===== src/rtl/wb_port_arbiter.sv =====
// wb_port_arbiter: shares the register-file write port between MEM/WB writebacks and queued MDU results
// Ports: clk_i/rst_i (async, active-high reset); pipe_we_i/pipe_addr_i/pipe_data_i MEM/WB write request;
// mdu_valid_i/mdu_addr_i/mdu_data_i/mdu_ready_o MDU result handshake; stall_o pipeline freeze while draining;
// rf_we_o/rf_addr_o/rf_data_o combinational register-file write port.
// Define WB_ARB_STATS_EN to add stall_cnt_o, a saturating count of stalled cycles.
module wb_port_arbiter #(
  parameter int DEPTH      = 2,
  parameter int STARVE_MAX = 4
) (
  input  logic        clk_i,
  input  logic        rst_i,
  input  logic        pipe_we_i,
  input  logic [4:0]  pipe_addr_i,
  input  logic [31:0] pipe_data_i,
  input  logic        mdu_valid_i,
  input  logic [4:0]  mdu_addr_i,
  input  logic [31:0] mdu_data_i,
  output logic        mdu_ready_o,
  output logic        stall_o,
  output logic        rf_we_o,
  output logic [4:0]  rf_addr_o,
  output logic [31:0] rf_data_o
`ifdef WB_ARB_STATS_EN
  ,
  output logic [15:0] stall_cnt_o
`endif
);
  localparam int AW = $clog2(DEPTH);
  localparam int CW = $clog2(DEPTH + 1);
  localparam int WW = $clog2(STARVE_MAX + 1);
  typedef enum logic [1:0] {IDLE, PEND, DRAIN} state_t;
  state_t state, state_nx;
  logic [36:0] mem [DEPTH];
  logic [AW-1:0] rd_ptr, wr_ptr;
  logic [CW-1:0] count, count_nx;
  logic [WW-1:0] wait_cnt, wait_nx;
  logic pipe_req, pipe_win, pop, push, full, empty, drain;
  assign drain       = state == DRAIN;
  assign full        = count == CW'(DEPTH);
  assign empty       = count == '0;
  assign pipe_req    = pipe_we_i && pipe_addr_i != '0;
  assign pipe_win    = !rst_i && !drain && pipe_req;
  assign pop         = !rst_i && !empty && (drain || !pipe_req);
  assign mdu_ready_o = !rst_i && !full;
  // r0 results complete the handshake but are dropped here
  assign push        = mdu_valid_i && mdu_ready_o && mdu_addr_i != '0;
  assign stall_o     = drain;
  assign rf_we_o     = pipe_win || pop;
  assign rf_addr_o   = pop ? mem[rd_ptr][36:32] : pipe_win ? pipe_addr_i : '0;
  assign rf_data_o   = pop ? mem[rd_ptr][31:0] : pipe_win ? pipe_data_i : '0;
  assign count_nx    = count + CW'(push) - CW'(pop);
  // starvation counter saturates so it can never wrap back below the threshold
  assign wait_nx     = pop ? '0
                     : (pipe_win && !empty && wait_cnt != WW'(STARVE_MAX)) ? wait_cnt + WW'(1)
                     : wait_cnt;
  always_comb begin
    state_nx = state;
    case (state)
      IDLE:    state_nx = push ? PEND : IDLE;
      PEND:    state_nx = count_nx == '0 ? IDLE
                        : (wait_nx == WW'(STARVE_MAX) || (full && mdu_valid_i && pipe_win)) ? DRAIN
                        : PEND;
      DRAIN:   state_nx = count_nx == '0 ? IDLE : DRAIN;
      default: state_nx = IDLE;
    endcase
  end
  always_ff @(posedge clk_i or posedge rst_i) begin
    if (rst_i) begin
      state    <= IDLE;
      rd_ptr   <= '0;
      wr_ptr   <= '0;
      count    <= '0;
      wait_cnt <= '0;
    end else begin
      state    <= state_nx;
      rd_ptr   <= rd_ptr + AW'(pop);
      wr_ptr   <= wr_ptr + AW'(push);
      count    <= count_nx;
      wait_cnt <= wait_nx;
    end
  end
  always_ff @(posedge clk_i) begin
    if (push) mem[wr_ptr] <= {mdu_addr_i, mdu_data_i};
  end
`ifdef WB_ARB_STATS_EN
  always_ff @(posedge clk_i or posedge rst_i) begin
    if (rst_i) stall_cnt_o <= '0;
    else if (drain && stall_cnt_o != 16'hFFFF) stall_cnt_o <= stall_cnt_o + 16'd1;
  end
`endif
endmodule


===== config.mk =====
export PLATFORM = sky130hd
export DESIGN_NAME = wb_port_arbiter
export DESIGN_NICKNAME = d
export VERILOG_FILES = /design/src/rtl/wb_port_arbiter.sv
export SDC_FILE = /design/constraint.sdc
export NUM_CORES = 1
export LEC_CHECK = 0
export ABC_AREA = 1
export BUFFER_PORTS_ARGS = -buffer_cell sky130_fd_sc_hd__buf_2
export CAP_MARGIN = 0
export CORE_MARGIN = 3
export CORE_UTILIZATION = 32
export DETAILED_ROUTE_END_ITERATION = 7
export GPL_TIMING_DRIVEN = 0
export MAX_ROUTING_LAYER = met4
export SETUP_SLACK_MARGIN = 0.2
export SYNTH_ARGS = -nofsm -noshare
export SYNTH_HDL_FRONTEND = slang
export SYNTH_SLANG_ARGS = --single-unit

===== constraint.sdc =====
create_clock -name clk_i -period 3.2 [get_ports clk_i]
set_clock_uncertainty 0.05 [all_clocks]
set_input_delay 0.8 -clock clk_i [delete_from_list [all_inputs] [get_ports clk_i]]
set_output_delay 0.8 -clock clk_i [all_outputs]
set_load 0.01 [all_outputs]

==> flow_summary.ini <==
[yosys]
yosys.cell_types.count = 30
ys_warn_count = 0
synth_area_leader_cell = edfxtp_1
avgSynthCellArea_sq_um = 12.3
synth_top_flop_cell = edfxtp_1
synth_edf_count = 74
netlist.area_leader.share_pct = 57.1
yosys_register_bits = 83
synth.area.top_cells = edfxtp_1 (57%), nand2_1 (8.4%), o211ai_2 (8.4%), or2_2 (6.1%), dfrtp_1 (5.8%)
seq_area_frac_synth_pct = 62.8
syn_nets = 401
syn_inst = 317
netlist_area_sq_um = 3890
ys_async_sr_fraction_pct = 10.8

[run]
max-cap-violations = 0

[power_and_ir_drop]
p_leak_nw = 2.21
power_density_nw_per_um2 = 715
power.share.clock_pct = 27.6
seq_power_share_pct = 39.8
p_int_mw = 2.44
fin_total_pwr_mw = 3.59
p_sw_share_pct = 31.9
ir_drop_v = 0.000359
power_frac_comb_pct = 32.6
p_switching_mw = 1.14

[die]
die_h_um = 116
start_util_pct = 33.4
ios = 118
die_w_um = 116
coreArea_sq_um = 11700
die-area_sq_um = 13500
core.rowCount = 39

[global_routing]
grt_pass1_wl_um = 13300
grt_use_total_pct = 13.6
antenna_found_initial = 0
grt_pass1_vias = 2646
grt_start_max_net_pins = 22
grt-ovfl-total = 0

[place]
post-place-cells = 579
place.gp.congestion = 0.874
dpl_worst_slack_ps = -78.0
dp.final_hpwl_um = 6330
io_buffers = 117
post_dp_cell_area_sq_um = 4720

[worst_setup_path]
cp_max_fo = 10
crit_buf_inv = 4
slowest_delay_ps = 160
cp_top_family = simple AND/OR/NAND/NOR gates
critPathArrivalTime_ps = 2030
worstReg2RegStart = state[1]
worstPathRequired_ps = 2350
crit_chain = buf_2, nor2_2, nand3_2, nand3b_2, nand2_4, inv_6, buf_6, o211ai_1, nand2_1, buf_2
crit_type = in -> out
critPathCaptureType = output pin
critPathLaunchType = primary input
crit_path_frequent_cell = buf_2
critPathSlowestCell = buf_6
cp-startpoint = pipe_addr_i[0]

[cells_and_area]
regArea_sq_um = 2450
syn_to_final_growth_pct = 28.8
fin_nets = 531
fill_cells = 1088
final_core_util_pct = 43.0
diodes = 0
multiInputGateArea_sq_um = 1280
final_area_sq_um = 5020
stdcell_count = 595
layout-drive-gt1-share_pct = 49.8

[sta]
worst_slew_pin_slew_ps = 542
relSlewSlack_pct = 63.9
setup_ws_ps = 319
timing.hold.ws_ps = 396
rsz0062_at_grt = no
finalCritPeriodShare_pct = 90.0
hold_viol_final = 0
min_period_ps = 2880
max_freq_mhz = 347
drv_slew = 0
tns_ps = 0
setup_viol = 0

[detailed_routing]
final_antenna_net_count = 0
drtPass1Iterations = 6
wl_um = 8680
wl_per_cell_um = 14.6
route.detailed.vias_per_inst = 4.63
first_iter_violations = 77
drc = 0
num_vias = 2755

[clock_network]
cts_buffer_depth = 2
htreeDepth = 3
post-cts-setup-buffers = 0
clock_latency_ps = 330
clock-root-buffer = clkbuf_16
cts_hold_buf = 0
clk_pin_slew_ps = 60
cts_resized = 0
cts.sink_count = 83
cts_buffers = 9
cts_tree = built

[min_path]
hold_class = in -> async

[outcome]
status = complete, no violations
==> registers in the layout (all words and copies together) (netlist names) <==
name and cells:
count 2, mem 74, wait_cnt 3, state 2, wr_ptr 1, rd_ptr 1
==> cells in the final DEF (no fill, tap or decap), types with 2 or more instances in the layout <==
cell,instances
buf_16,2
clkinv_1,2
edfxtp_1,74
nor2_2,4
nand3_1,2
buf_8,2
xnor2_1,2
inv_2,4
ha_1,4
nand2_1,87
dfrtp_1,9
o211ai_2,26
clkbuf_2,2
nand4_1,4
clkbuf_16,9
or2_2,38
nor2_1,9
buf_6,2
o211ai_1,11
clkbuf_1,5
buf_2,123
ha_2,2
xor2_1,2
inv_1,12
==> layer usage <==
| metal | routed length (um) | global-route usage (%) | part of all wire (%) | vias to the layer above |
|---|---|---|---|---|
| met1 | 3810 | 16.6 | 44 | 1299 |
| met5 | 0 | - | 0 | - |
| met2 | 4310 | 22.2 | 50 | 88 |
| met3 | 471 | 3.73 | 5.4 | 7 |
| met4 | 93 | 3.94 | 1.1 | 0 |
| li1 | - | - | - | 1361 |
==> cell usage after synthesis (2+ instances only) <==
| cell | count |
|---|---|
| nand2_1 | 87 |
| edfxtp_1 | 74 |
| or2_2 | 38 |
| o211ai_2 | 26 |
| inv_1 | 13 |
| o211ai_1 | 11 |
| nor2_1 | 10 |
| dfrtp_1 | 9 |
| buf_2 | 6 |
| ha_1 | 6 |
| clkbuf_1 | 5 |
| inv_2 | 4 |
| nand4_1 | 4 |
| nor2_2 | 3 |
| buf_6 | 2 |
| buf_8 | 2 |
| nand3_1 | 2 |
| xnor2_1 | 2 |
| xor2_1 | 2 |
==> worst register-to-register path, cell delays in order, from the launching register on <==
cell	delay, ps
dfrtp_1	430
inv_2	90
nor2_2	50
nand3b_2	220
nand2_4	110
inv_6	70
buf_6	150
ha_1	280
inv_1	40
ha_1	180
xnor2_1	190
xnor2_1	100
or2_2	310
nand4_1	100
nand2_1	50
==> worst paths after layout <==
kind | to | slack (ps) | cells after the start
min reg2reg | count[1] | 500 | 1
min | wr_ptr | 400 | 2
max reg2reg | state[0] | 680 | 14
max in group asynchronous | wait_cnt[2] | 2520 | 2
min in group clk_i | count[1] | 500 | 1
max | rf_addr_o[3] | 320 | 10
==> power groups by stage <==
stage	Combinational (mW)	Clock, mW	Sequential, mW
after global placement	1.15	0	1.45
after detailed placement	1.20	0	1.45
after floorplan	0.788	0	1.44
after CTS	1.20	1.03	1.43
after global routing	1.31	1.08	1.45
final	1.17	0.991	1.43
==> cell type report <==
cell class	instances	area share, %
sequential	83	48.8
multi-input combinational	201	25.5
timing repair buffer	119	12.8
clock buffer	12	4.91
tap	143	3.57
buffer	15	2.07
inverter	18	1.52
clock inverter	4	0.848
==> cell families (layout without fill, tap and decap cells) <==
group           Yosys count  in the layout  share of synthesized area (%)
compound gates           40             40                           11.1
fa+ha+maj                 6              6                           1.93
flops                    83             83                           62.8
xor+xnor                  4              4                          0.900
buf+inv                  33            168                           4.47
simple gates            151            151                           18.7
No activity file was read; power rests on OpenSTA's default activity.
